File: src/rtl/seq_extreme_finder.sv
// seq_extreme_finder: start/done reduction unit. On start it latches a compare
// mode and an element count, accepts that many words over a valid/ready
// stream, and reports the extreme value and the index of its first occurrence.
module seq_extreme_finder #(
    parameter int WIDTH   = 32,
    parameter int MAX_LEN = 16,
    parameter int LEN_W   = $clog2(MAX_LEN + 1),
    parameter int IDX_W   = (MAX_LEN > 1) ? $clog2(MAX_LEN) : 1
) (
    input  logic             clk,
    input  logic             reset,
    input  logic             start,
    input  logic [LEN_W-1:0] len,
    input  logic             mode_max,
    input  logic             mode_signed,
    input  logic             in_valid,
    output logic             in_ready,
    input  logic [WIDTH-1:0] in_data,
    output logic [WIDTH-1:0] result,
    output logic [IDX_W-1:0] result_idx,
    output logic             empty,
    output logic             done
);

    typedef enum logic [1:0] {
        ST_IDLE   = 2'd0,
        ST_ACCEPT = 2'd1,
        ST_FINISH = 2'd2
    } state_t;

    // Largest legal element count, expressed at the width of the len port.
    localparam logic [LEN_W-1:0] MAX_LEN_L = LEN_W'(MAX_LEN);

    state_t           state_q, state_d;
    logic [WIDTH-1:0] best_q, best_d;
    logic [IDX_W-1:0] best_idx_q, best_idx_d;
    logic [IDX_W-1:0] count_q, count_d;
    logic [LEN_W-1:0] len_q, len_d;
    logic             max_q, max_d;
    logic             signed_q, signed_d;
    logic [WIDTH-1:0] result_q, result_d;
    logic [IDX_W-1:0] result_idx_q, result_idx_d;
    logic             empty_q, empty_d;
    logic             done_q, done_d;

    logic             greater;
    logic             less;
    logic             better;
    logic             beat;
    logic             last_beat;
    logic [LEN_W-1:0] len_clamped;
    logic [LEN_W-1:0] count_ext;

    // Compare the incoming word against the running best in the latched mode.
    // Comparison only, so the signed extremes cannot overflow.
    always_comb begin
        greater = 1'b0;
        less    = 1'b0;
        if (signed_q) begin
            greater = $signed(in_data) > $signed(best_q);
            less    = $signed(in_data) < $signed(best_q);
        end else begin
            greater = in_data > best_q;
            less    = in_data < best_q;
        end
        // Strict compare: equal values keep the earlier index.
        better = max_q ? greater : less;
    end

    // Stream handshake, length clamp and last-beat detection.
    always_comb begin
        in_ready    = (state_q == ST_ACCEPT);
        beat        = in_valid && in_ready;
        len_clamped = (len > MAX_LEN_L) ? MAX_LEN_L : len;
        count_ext   = LEN_W'(count_q);
        last_beat   = (count_ext == (len_q - LEN_W'(1)));
    end

    // Next-state and datapath updates; everything holds unless changed below.
    always_comb begin
        state_d      = state_q;
        best_d       = best_q;
        best_idx_d   = best_idx_q;
        count_d      = count_q;
        len_d        = len_q;
        max_d        = max_q;
        signed_d     = signed_q;
        result_d     = result_q;
        result_idx_d = result_idx_q;
        empty_d      = empty_q;
        done_d       = done_q;

        case (state_q)
            ST_IDLE: begin
                if (start) begin
                    max_d    = mode_max;
                    signed_d = mode_signed;
                    len_d    = len_clamped;
                    count_d  = '0;
                    done_d   = 1'b0;
                    empty_d  = 1'b0;
                    if (len == '0) begin
                        // Nothing to reduce: answer immediately and stay idle.
                        result_d     = '0;
                        result_idx_d = '0;
                        empty_d      = 1'b1;
                        done_d       = 1'b1;
                    end else begin
                        state_d = ST_ACCEPT;
                    end
                end
            end

            ST_ACCEPT: begin
                if (beat) begin
                    if ((count_q == '0) || better) begin
                        best_d     = in_data;
                        best_idx_d = count_q;
                    end
                    count_d = count_q + IDX_W'(1);
                    if (last_beat) begin
                        state_d = ST_FINISH;
                    end
                end
            end

            ST_FINISH: begin
                result_d     = best_q;
                result_idx_d = best_idx_q;
                done_d       = 1'b1;
                state_d      = ST_IDLE;
            end

            default: begin
                state_d = ST_IDLE;
            end
        endcase
    end

    // State and datapath registers; reset abandons any operation in flight.
    always_ff @(posedge clk) begin
        if (!reset) begin
            state_q      <= ST_IDLE;
            best_q       <= '0;
            best_idx_q   <= '0;
            count_q      <= '0;
            len_q        <= '0;
            max_q        <= 1'b0;
            signed_q     <= 1'b0;
            result_q     <= '0;
            result_idx_q <= '0;
            empty_q      <= 1'b0;
            done_q       <= 1'b0;
        end else begin
            state_q      <= state_d;
            best_q       <= best_d;
            best_idx_q   <= best_idx_d;
            count_q      <= count_d;
            len_q        <= len_d;
            max_q        <= max_d;
            signed_q     <= signed_d;
            result_q     <= result_d;
            result_idx_q <= result_idx_d;
            empty_q      <= empty_d;
            done_q       <= done_d;
        end
    end

    assign result     = result_q;
    assign result_idx = result_idx_q;
    assign empty      = empty_q;
    assign done       = done_q;

endmodule

File: config.mk
export PLATFORM = sky130hd
export DESIGN_NAME = seq_extreme_finder
export DESIGN_NICKNAME = d
export VERILOG_FILES = /design/src/rtl/seq_extreme_finder.sv
export SDC_FILE = /design/constraint.sdc
export NUM_CORES = 1
export LEC_CHECK = 0
export BUFFER_PORTS_ARGS = -buffer_cell sky130_fd_sc_hd__buf_4
export CAP_MARGIN = 30
export CORE_ASPECT_RATIO = 1.25
export CORE_MARGIN = 5
export CORE_UTILIZATION = 30
export CTS_BUF_LIST = sky130_fd_sc_hd__clkbuf_16
export DETAILED_ROUTE_END_ITERATION = 10
export PLACE_DENSITY = 0.49
export SLEW_MARGIN = 20
export SYNTH_ARGS = -nofsm -noshare
export SYNTH_HDL_FRONTEND = slang
export SYNTH_SLANG_ARGS = --single-unit
File: constraint.sdc
create_clock -name clk -period 6.1 [get_ports clk]
set_input_delay 0.305 -clock clk [delete_from_list [all_inputs] [get_ports clk]]
set_output_delay 0.305 -clock clk [all_outputs]
set_load 0.005 [all_outputs]
==> metrics.txt <==
clock latency on the worst-skew pair=0.34 ns; Arr. time, crit path=around 3.9 ns; final hold vios=0; Max VDD drop=0.124 mV; Compound-Gate Fraction of Synth Area=0.121; Sw Share=0.246; MaxCap Viol Count=0; DR pass1 iterations=4; CTS Buffer Depth=2; Crit Path Max Fanout=26; Vias/cell=4.78; DRT Wirelength=~10000 µm; Hold Crit Class=in2reg; Clk pwr share=0.427; post-CTS resize count=0; grt total ovfl=0; H-tree Lvls=3; Final ANT Viol Nets=0; final setup skew=between 0.01 and 0.015 ns; mux share of post-synthesis cell area=0.0968; Cell Area, Synth=around 4300 µm²; Post-CTS Hold Buffers=0; n_diodes=0; Synth Area in XOR/XNOR=0.0121; Tightest Pin Transition=0.751 ns; crit end category=flip-flop; number of global-route vias before repair=3546; Final Non-Filler Cells=734; Post-synth EDFFs=0; slowest stage delay, CP=between 0.5 and 0.6 ns; post-synthesis sequential area ratio=0.401; setup ws final=roughly 2.5 ns; critical path's top delay family=compound AO/OA/AOI/OAI gates; sw power=about 0.31 mW; P&R area growth vs syn=24.8%; num rows=between 40 and 50; Total Routing Usage GR=0.126; CTS buffer count=9; layout cell share with drive strength beyond 1=0.185; Slowest-stage cell, CP=nor3_4; Setup crit start kind=flip-flop; CP Cell Sequence=inv_1 > ha_1 > a21o_1 > a221o_1 > a221o_1 > nor3_1 > o221a_2 > mux2i_1 > nor3_4 > buf_4 > mux2i_1; cell count after placement=718; TritonCTS clock tree=yes; Post-Route M1 WL=approximately 4600 µm; die area=17000 µm²; Worst Setup Path Type=reg2reg; initial antenna violation count=0; fin crit share=0.591; CTS clock-pin slew for the worst setup and hold paths=roughly 0.070 ns; Initial DRC Count=160; dpl ws=roughly 2.4 ns; Lkg Pwr=2.11 nW; root buffer cell=clkbuf_16; Final Slew Violations=0; Fmax=~280 MHz; Synth Area in Adders=0.101; Final TNS setup=0 ns; crit path buf inv count=2; Logic pwr share=0.110; top layer in use=met4; first-pass GRT wire length=17500 µm; Filler Cell Count=~1.4k; largest net degree at the start of global routing=between 60 and 70; HPWL after DPL=7680 µm; Die Span Y=between 100 and 150 µm; P_int=around 0.97 mW; routed wl met2=about 5200 µm; I/O Buffers=~80; Post-Synth Simple-Gate Area=0.200; final core occ=0.379; RSZ-0062 raised after global routing=no; met3 WL=about 430 µm; initial core utilization=0.304; DRC=0; crit path time final=roughly 3.6 ns; synth warn=0; WL/cell=about 14 µm; nets@finish=approximately 630; Placer Congestion=approximately 0.76; Avg Cell Area, Syn=around 9.0 µm²; Power Density=around 240 nW/µm²; Top Ports=82; combinational family with the most area after synthesis=simple AND/OR/NAND/NOR gates; dpl cell area=just over 5000 µm²; FFs w/ async S/R, synth=0; status=finished clean; Slew HR=0.495; Vias=3509; Main synth FF type=dfxtp_1; design area=about 5400 µm²; clock tree sinks=87; syn_nets=between 500 and 600; Yosys reg bits=87; Seq pwr share=0.463; die span in x=about 120 µm; Core Region=14300 µm²; Post-Synthesis Cells=481; final setup vio count=0; Post-CTS Repair Setup Buffers=0; number of distinct library cells after synthesis=39; Worst Path Required=between 6 and 7 ns
-- metal layers --
layer / global-route usage / up-vias
met3: 0.0317 / 12
li1: - / 1781
met5: 0 / -
met2: 0.218 / 67
met1: 0.150 / 1649
met4: 0.0543 / 0
-- cells in the final DEF (no fill, tap or decap), types with 2 or more instances in the layout --
master / count
ha_1: 35
a221o_1: 3
o211ai_1: 2
a21oi_1: 12
a21boi_0: 2
nand3_1: 9
and2_1: 3
nor2b_1: 47
a221oi_1: 2
a22oi_1: 37
nand2_1: 84
clkbuf_16: 9
inv_1: 39
nor2_1: 8
a21o_1: 7
and4_1: 3
nor3_1: 3
mux2i_1: 42
dfxtp_1: 87
nand4_1: 6
nor3b_1: 4
buf_4: 82
buf_16: 2
xor2_1: 4
xnor2_1: 2
o21ai_0: 2
clkinv_4: 2
-- path summary, 6_finish.rpt --
check                                                start                         end  slack (ns)  cells after the start
worst max-delay path                best_q[5]$_SDFFE_PN0P_     best_q[23]$_SDFFE_PN0P_        2.49                     11
worst min-delay path                           in_data[13]     best_q[13]$_SDFFE_PN0P_        0.22                      3
worst max register to register      best_q[5]$_SDFFE_PN0P_     best_q[23]$_SDFFE_PN0P_        2.49                     11
worst min register to register  best_idx_q[3]$_SDFFE_PN0P_  best_idx_q[3]$_SDFFE_PN0P_        0.46                      2
-- flip-flops by register name, indices dropped and copies added (netlist names) --
name / flops
best_q: 32
result: 32
len_q: 5
best_idx_q: 4
count_q: 4
result_idx: 4
state_q: 2
done: 1
empty: 1
max_q: 1
signed_q: 1
-- metrics by stage --
stage | hold WS [ns] | total power [mW]
CTS | 0.213 | 1.30
finish | 0.224 | 1.28
global placement | 0.448 | 0.745
detailed placement | 0.453 | 0.750
global route | 0.217 | 1.34
floorplan | 0.435 | 0.700
-- synthesized netlist by cell type, types with 3 or more instances --
cell | count | area share
nor3b_1 | 4 | 0.0069
nand3_1 | 9 | 0.010
a21o_1 | 7 | 0.012
dfxtp_1 | 87 | 0.40
a22oi_1 | 37 | 0.064
and4_1 | 3 | 0.0061
xor2_1 | 4 | 0.0081
inv_1 | 37 | 0.032
nand2_1 | 84 | 0.073
clkbuf_1 | 21 | 0.018
mux2i_1 | 42 | 0.097
buf_12 | 3 | 0.014
nand4_1 | 6 | 0.0086
nor3_1 | 3 | 0.0035
a221o_1 | 3 | 0.0069
nor2b_1 | 48 | 0.069
and2_1 | 3 | 0.0043
a21oi_1 | 13 | 0.015
ha_1 | 35 | 0.10
nor2_1 | 8 | 0.0069
-- layout make-up --
cell class	instances	area [µm²]	area share
multi-input combinational	331	2330	0.430
inverter	37	139	0.0256
sequential	87	1740	0.321
tap	178	223	0.0411
timing repair buffer	85	691	0.127
clock buffer	9	225	0.0416
clock inverter	7	66.3	0.0122
-- power by group through the flow --
stage	logic (mW)	clock network, mW	registers [mW]
final	0.141	0.546	0.593
after global routing	0.162	0.583	0.594
after CTS	0.145	0.562	0.593
after detailed placement	0.144	0	0.606
after global placement	0.139	0	0.606
after floorplan	0.0975	0	0.602
-- worst register-to-register path: stages (launching register included) --
cell,delay [ns]
dfxtp_1,0.35
inv_1,0.05
ha_1,0.31
a21o_1,0.19
a221o_1,0.33
a221o_1,0.34
nor3_1,0.22
o221a_2,0.25
mux2i_1,0.11
nor3_4,0.58
buf_4,0.52
mux2i_1,0.27
-- cell families after synthesis --
logic type / after synthesis
compound gates: 73
xor+xnor: 6
fa+ha+maj: 35
buf+inv: 63
flops: 87
mux: 42
simple gates: 175
(Power assumes the default switching activity.)
